$ cat config.mk
export PLATFORM = sky130hd
export DESIGN_NAME = sha512_padder
export DESIGN_NICKNAME = d
export VERILOG_FILES = /design/src/rtl/sha512_pkg.sv /design/src/rtl/sha512_pad_mask.sv /design/src/rtl/sha512_padder.sv
export SDC_FILE = /design/constraint.sdc
export NUM_CORES = 1
export LEC_CHECK = 0
export CAP_MARGIN = 5
export CORE_MARGIN = 2
export CORE_UTILIZATION = 40
export CTS_CLUSTER_DIAMETER = 30
export DETAILED_ROUTE_END_ITERATION = 8
export MAX_ROUTING_LAYER = met4
export PLACE_DENSITY = 0.63
export SETUP_SLACK_MARGIN = 0.2
export SLEW_MARGIN = 20
export SYNTH_ARGS = -nofsm -noshare
export SYNTH_HDL_FRONTEND = slang
export SYNTH_SLANG_ARGS = --single-unit
$ cat constraint.sdc
create_clock -name clk -period 8.15 [get_ports clk]
set_input_delay 2.0375 -clock clk [delete_from_list [all_inputs] [get_ports clk]]
set_output_delay 2.0375 -clock clk [all_outputs]
set_load 0.01 [all_outputs]
$ cat src/rtl/sha512_pkg.sv
// Shared definitions for the SHA-512 padder and the compression core's load side.
package sha512_pkg;

  typedef enum logic [2:0] {
    DATA   = 3'd0,
    PADW   = 3'd1,
    ZERO   = 3'd2,
    LEN_HI = 3'd3,
    LEN_LO = 3'd4
  } pad_state_t;

  localparam int WORDS_PER_BLOCK = 16;
  localparam int LEN_WORD_IDX    = 14;
  localparam logic [63:0] PAD_WORD = 64'h8000_0000_0000_0000;

  // A byte count above 8 is a protocol violation and is handled as a full word.
  function automatic logic [3:0] clamp_bytes(input logic [3:0] nb);
    logic [3:0] res;
    if (nb > 4'd8) begin
      res = 4'd8;
    end else begin
      res = nb;
    end
    return res;
  endfunction

endpackage

$ cat src/rtl/sha512_pad_mask.sv
// Final-word shaper: keeps the valid leading bytes, drops in the 0x80 marker
// right after them and zeroes whatever trails.
module sha512_pad_mask (
  input  logic [63:0] in_data,
  input  logic [3:0]  in_bytes,
  output logic [63:0] padded,
  output logic        full,
  output logic [3:0]  eff_bytes
);
  import sha512_pkg::*;

  logic [3:0] nb_s;

  assign nb_s      = clamp_bytes(in_bytes);
  assign eff_bytes = nb_s;
  assign full      = (nb_s == 4'd8);

  // Byte-by-byte select: message byte, marker byte, or zero fill (byte 0 is MSB).
  always_comb begin
    padded = 64'h0;
    for (int i = 0; i < 8; i++) begin
      if (4'(i) < nb_s) begin
        padded[63-8*i -: 8] = in_data[63-8*i -: 8];
      end else if (4'(i) == nb_s) begin
        padded[63-8*i -: 8] = 8'h80;
      end else begin
        padded[63-8*i -: 8] = 8'h00;
      end
    end
  end

endmodule

$ cat src/rtl/sha512_padder.sv
// SHA-512 message padder: streams 64-bit message words in and emits the padded
// message as 16-word blocks through a single registered output stage.
module sha512_padder #(
  parameter int LEN_W = 64
) (
  input  logic        clk,
  input  logic        rst_n,
  input  logic        in_valid,
  output logic        in_ready,
  input  logic [63:0] in_data,
  input  logic        in_last,
  input  logic [3:0]  in_bytes,
  output logic        out_valid,
  input  logic        out_ready,
  output logic [63:0] out_data,
  output logic        out_first,
  output logic        out_block_end,
  output logic        out_msg_end,
  output logic        busy
);
  import sha512_pkg::*;

  localparam logic [3:0] LAST_IDX    = 4'(WORDS_PER_BLOCK - 1);
  localparam logic [3:0] PRE_LEN_IDX = 4'(LEN_WORD_IDX - 1);

  pad_state_t       state_r, state_nx;
  logic [3:0]       widx_r, widx_nx;
  logic [LEN_W-1:0] len_r, len_nx;
  logic [63:0]      data_r, data_nx;
  logic             valid_r, valid_nx;
  logic             first_r, first_nx;
  logic             bend_r, bend_nx;
  logic             mend_r, mend_nx;
  logic             busy_r, busy_nx;

  logic             load_s;
  logic             accept_s;
  logic             emit_s;
  logic [63:0]      padded_s;
  logic             full_s;
  logic [3:0]       eff_s;
  logic [127:0]     len128_s;

  sha512_pad_mask u_mask (
    .in_data   (in_data),
    .in_bytes  (in_bytes),
    .padded    (padded_s),
    .full      (full_s),
    .eff_bytes (eff_s)
  );

  // The output stage can take a new word whenever it is empty or being drained.
  assign load_s   = !valid_r || out_ready;
  assign in_ready = rst_n && (state_r == DATA) && load_s;
  assign accept_s = in_valid && in_ready;
  assign len128_s = 128'(len_r);

  assign out_valid     = valid_r;
  assign out_data      = data_r;
  assign out_first     = first_r;
  assign out_block_end = bend_r;
  assign out_msg_end   = mend_r;
  assign busy          = busy_r;

  // Next-state, next-word and counter logic; everything advances only on a load.
  always_comb begin
    state_nx = state_r;
    widx_nx  = widx_r;
    len_nx   = len_r;
    data_nx  = data_r;
    valid_nx = valid_r;
    first_nx = first_r;
    bend_nx  = bend_r;
    mend_nx  = mend_r;
    busy_nx  = busy_r;
    emit_s   = 1'b0;

    // busy ends when the final length word leaves; a new accept below re-arms it
    if (valid_r && out_ready && mend_r) begin
      busy_nx = 1'b0;
    end else begin
      busy_nx = busy_r;
    end

    if (load_s) begin
      valid_nx = 1'b0;
      case (state_r)
        DATA: begin
          if (accept_s) begin
            emit_s  = 1'b1;
            busy_nx = 1'b1;
            if (in_last) begin
              data_nx = padded_s;
              len_nx  = len_r + LEN_W'({eff_s, 3'b000});
              if (full_s) begin
                state_nx = PADW;
              end else if (widx_r == PRE_LEN_IDX) begin
                state_nx = LEN_HI;
              end else begin
                state_nx = ZERO;
              end
            end else begin
              data_nx  = in_data;
              len_nx   = len_r + LEN_W'(64);
              state_nx = DATA;
            end
          end else begin
            emit_s   = 1'b0;
            state_nx = DATA;
          end
        end
        PADW: begin
          emit_s  = 1'b1;
          data_nx = PAD_WORD;
          if (widx_r == PRE_LEN_IDX) begin
            state_nx = LEN_HI;
          end else begin
            state_nx = ZERO;
          end
        end
        ZERO: begin
          emit_s  = 1'b1;
          data_nx = 64'h0;
          if (widx_r == PRE_LEN_IDX) begin
            state_nx = LEN_HI;
          end else begin
            state_nx = ZERO;
          end
        end
        LEN_HI: begin
          emit_s   = 1'b1;
          data_nx  = len128_s[127:64];
          state_nx = LEN_LO;
        end
        LEN_LO: begin
          emit_s   = 1'b1;
          data_nx  = len128_s[63:0];
          len_nx   = {LEN_W{1'b0}};
          state_nx = DATA;
        end
        default: begin
          emit_s   = 1'b0;
          state_nx = DATA;
        end
      endcase

      if (emit_s) begin
        valid_nx = 1'b1;
        first_nx = (widx_r == 4'd0);
        bend_nx  = (widx_r == LAST_IDX);
        mend_nx  = (state_r == LEN_LO);
        widx_nx  = widx_r + 4'd1;
      end else begin
        widx_nx  = widx_r;
      end
    end else begin
      state_nx = state_r;
    end
  end

  // State, counters and the output register, with synchronous active-low reset.
  always_ff @(posedge clk) begin
    if (!rst_n) begin
      state_r <= DATA;
      widx_r  <= 4'd0;
      len_r   <= {LEN_W{1'b0}};
      data_r  <= 64'h0;
      valid_r <= 1'b0;
      first_r <= 1'b0;
      bend_r  <= 1'b0;
      mend_r  <= 1'b0;
      busy_r  <= 1'b0;
    end else begin
      state_r <= state_nx;
      widx_r  <= widx_nx;
      len_r   <= len_nx;
      data_r  <= data_nx;
      valid_r <= valid_nx;
      first_r <= first_nx;
      bend_r  <= bend_nx;
      mend_r  <= mend_nx;
      busy_r  <= busy_nx;
    end
  end

endmodule

==> summary.md <==
| Metric | Value |
|---|---|
| Status | `finished clean` |
| Sequential cell area | `2740 um^2` |
| Most Frequent Cell on Critical Path | `sky130_fd_sc_hd__clkdlybuf4s50_1` |
| Fin. Hold Viols | `0` |
| Combined area of the multi-input logic cells | `3620 um^2` |
| Estimated wirelength of the detail-placed design | `14,400 um` |
| Fraction of layout cells with a size suffix above 1 | `0.0613` |
| Area fraction in compound gates after synthesis | `0.229` |
| Library cells used by synthesis | `60` |
| Core box area | `16,000 um^2` |
| Number of global-route vias before repair | `6,324` |
| Count of flip-flops with a built-in enable after synthesis | `0` |
| Post-Route Skew | `0.0123 ns` |
| Post-layout utilization of the core | `0.552` |
| Post-CTS clock slew at the launch and capture registers of the worst setup and hold paths | `0.06 ns` |
| Arrival time of the worst setup path | `3.59 ns` |
| Commonest cells after routing, fill and taps aside | `142 x sky130_fd_sc_hd__clkdlybuf4s50_1, 137 x sky130_fd_sc_hd__dfxtp_1, 97 x sky130_fd_sc_hd__nor2_1, 71 x sky130_fd_sc_hd__a21oi_1` |
| Most Used Layer, Global Route | `met2` |
| Initial core utilization | `0.413` |
| Count of vias placed by the detailed router | `6,686` |
| Hold_buf cts | `0` |
| Ratio of final minimum period to clock period | `0.691` |
| Per-cell via count in the routed design | `5.92` |
| Simple logic cell fraction of the synthesized area | `0.267` |
| Final standard cell area without fillers | `8830 um^2` |
| CTS H-Tree Depth | `4` |
| Leading cell type in the layout, fill and taps excluded | `sky130_fd_sc_hd__clkdlybuf4s50_1` |
| WP data required | `6.11 ns` |
| Flip-flop and latch count after synthesis | `137` |
| Final setup violation count | `0` |
| Share of cell area taken by muxes after synthesis | `0.00928` |
| Power, Total | `1.90 mW` |
| Classification of the worst setup path | `primary input to output pin` |
| Buffer and inverter count on the worst path | `2` |
| Standard-cell row count | `46` |
| TritonCTS clock tree | `built` |
| Clock latency on the worst-skew pair | `0.43 ns` |
| Hold Path Class | `flop to flop` |
| Root buf cell | `sky130_fd_sc_hd__clkbuf_16` |
| Placed inst area | `8150 um^2` |
| Headroom to the max-slew limit | `0.331` |
| Cell type of the slowest stage on the worst timing path | `sky130_fd_sc_hd__clkdlybuf4s50_1` |
| Final critical-path required period | `5.63 ns` |
| Residual antenna-violating net count after detailed routing | `0` |
| Seq/Total Area, Yosys | `0.415` |
| Total Die Area | `17,600 um^2` |
| Number of nets in the layout | `983` |
| Met1 Resource Use GR | `0.332` |
| Post-CTS Setup Inserts | `0` |
| RSZ-0062 raised after global routing | `false` |
| Post-synth net total | `871` |
| Buffers from clock root to sink, at most | `2` |
| CTS Buf Count | `17` |
| Yosys warnings | `0` |
| Number of maximum-capacitance violations | `0` |
| Largest delay contributor family on the critical path | `buffers and inverters` |
| Post-Syn Area per Cell | `8.37 um^2` |
| Resized cells post-CTS | `0` |
| Max Fanout on Critical Path | `11` |
| Post-Synthesis Cells | `789` |
| Total global routing track utilization | `0.244` |
| Highest clock rate | `0.178 GHz` |
| Setup TNS | `0 ns` |
| Final-report max-slew violation count | `0` |
| Power Dens Cells | `215 nW/um^2` |
| Largest net degree at the start of global routing | `77` |
| M3 GR Usage | `0.0579` |
| Die H | `133 um` |
| Met2 Track Usage GR | `0.361` |
| P&R area growth vs syn | `33.7%` |
| Leading register cell type out of synthesis | `sky130_fd_sc_hd__dfxtp_1` |
| Combinational family with the most area after synthesis | `simple AND/OR/NAND/NOR gates` |
| Critical Path End Type | `output pin` |
| XOR/XNOR Fraction of Synth Area | `0.0199` |
| Total length of routed wires | `20,900 um` |
| Drc violations | `0` |
| Cells traversed along the worst timing path | `clkdlybuf4s50_1 -> and3_1 -> clkdlybuf4s50_1` |
| Nature of the critical path startpoint | `primary input` |
| Max incr delay on CP | `0.78 ns` |
| Clock net sink count | `137` |
| Global-route wire length before repair | `33,600 um` |
| Detailed-routing iteration count for the pre-antenna-repair pass | `5` |
| Count of antenna diodes in the layout | `0` |
| Total gr overflow | `0` |
| Async set-reset flop share out of synthesis | `0` |
| IR drop worst, VDD | `0.000171 V` |
| Antenna violations before repair | `0` |
| Fraction of the mapped netlist area in adder cells | `0.0182` |
| Tightest Pin Transition | `1.00 ns` |
| PortBufs | `142` |
| Fill count | `1,507` |
| Die span in x | `133 um` |
| Initial DRC count | `669` |
| Routability congestion estimate | `0.853` |
| Cell area after technology mapping | `6610 um^2` |
| I/O pin cnt | `143` |
| Leakage power of the design | `2.94 nW` |
| Routed wirelength normalized by instance count | `18.5 um` |
cells by family (layout without fill, tap and decap cells):
group / Yosys count / count (layout)
multiplexers: 6 / 6
buffers and inverters: 69 / 194
flip-flops: 137 / 137
AND/OR/NAND/NOR: 333 / 333
AO/OA/AOI/OAI: 220 / 220
adder cells (fa/ha/maj): 9 / 9
XOR/XNOR: 15 / 15
state kept, by name (all words and copies together), names as in the netlist:
signal         count
out_valid          1
state_r            3
len_r             61
out_msg_end        1
out_block_end      1
busy               1
out_first          1
widx_r             4
out_data          64
final timing paths:
| kind | startpoint | to | slack, ns | cells past startpoint |
|---|---|---|---|---|
| max | rst_n | in_ready | 2.52 | 3 |
| min | out_first$_SDFFE_PN0P_ | out_first$_SDFFE_PN0P_ | 0.45 | 2 |
| max reg2reg | len_r[3]$_SDFFE_PN0P_ | len_r[49]$_SDFFE_PN0P_ | 5.05 | 7 |
| min reg2reg | out_first$_SDFFE_PN0P_ | out_first$_SDFFE_PN0P_ | 0.45 | 2 |
layout make-up:
| class | count | area share |
|---|---|---|
| Tap cell | 216 | 0.0306 |
| Sequential cell | 137 | 0.311 |
| Timing Repair Buffer | 149 | 0.167 |
| Inverter | 13 | 0.00552 |
| Clock buffer | 20 | 0.0517 |
| Clock inverter | 12 | 0.0248 |
| Multi-Input combinational cell | 583 | 0.410 |
metrics by stage:
| step | cells | hold WS (ns) | setup WS (ns) |
|---|---|---|---|
| after floorplan | 789 | 0.452 | 3.62 |
| after global placement | 1098 | 0.439 | 2.42 |
| after detailed placement | 1098 | 0.445 | 2.19 |
| after CTS | 1130 | 0.453 | 2.54 |
| after global routing | 1130 | 0.485 | 2.45 |
| final | 1130 | 0.450 | 2.52 |
synthesized netlist by cell type (3+ instances only):
cell type                  count  share of area
sky130_fd_sc_hd__a21oi_1      71          0.054
sky130_fd_sc_hd__and3_1        6         0.0057
sky130_fd_sc_hd__o41ai_1       5         0.0066
sky130_fd_sc_hd__and4_1        6         0.0080
sky130_fd_sc_hd__nand2b_1     11          0.010
sky130_fd_sc_hd__dfxtp_1     137           0.42
sky130_fd_sc_hd__nand3_1      30          0.023
sky130_fd_sc_hd__nand2_1      41          0.023
sky130_fd_sc_hd__nor2_1       98          0.056
sky130_fd_sc_hd__ha_1          8          0.015
sky130_fd_sc_hd__nand4_1      26          0.025
sky130_fd_sc_hd__clkbuf_1     51          0.029
sky130_fd_sc_hd__inv_1        12         0.0068
sky130_fd_sc_hd__nor3_1       41          0.031
sky130_fd_sc_hd__a31oi_1       3         0.0028
sky130_fd_sc_hd__nor2b_1       8         0.0076
sky130_fd_sc_hd__a22oi_1      13          0.015
sky130_fd_sc_hd__or4b_1        4         0.0061
sky130_fd_sc_hd__mux2i_1       5         0.0076
sky130_fd_sc_hd__or3_1        19          0.018
sky130_fd_sc_hd__xnor2_1       3         0.0040
sky130_fd_sc_hd__o211ai_1      5         0.0057
sky130_fd_sc_hd__o31ai_1      18          0.020
sky130_fd_sc_hd__a211oi_1     12          0.014
sky130_fd_sc_hd__o21ai_0      28          0.021
sky130_fd_sc_hd__a222oi_1     16          0.024
sky130_fd_sc_hd__a221oi_1     32          0.042
sky130_fd_sc_hd__xor2_1       12          0.016
sky130_fd_sc_hd__or4_1        24          0.027
report_power, final:
| part | internal, mW | total, mW | switching [mW] |
|---|---|---|---|
| Combinational | 0.136 | 0.277 | 0.142 |
| Clock | 0.589 | 0.891 | 0.301 |
| Sequential | 0.705 | 0.728 | 0.0223 |
worst min-delay path: cells and delay by family (launching register included):
| family | cells | cell delay [ns] |
|---|---|---|
| DFF | 1 | 0.31 |
| AOI/OAI and AO/OA | 1 | 0.05 |
| and+or+nand+nor | 1 | 0.05 |
layer usage:
metal / routed length, um / share of wire
met1: 9720 / 0.47
met2: 9380 / 0.45
met3: 1490 / 0.071
met4: 288 / 0.014
met5: 0 / 0
No activity file was read; power rests on OpenSTA's default activity.
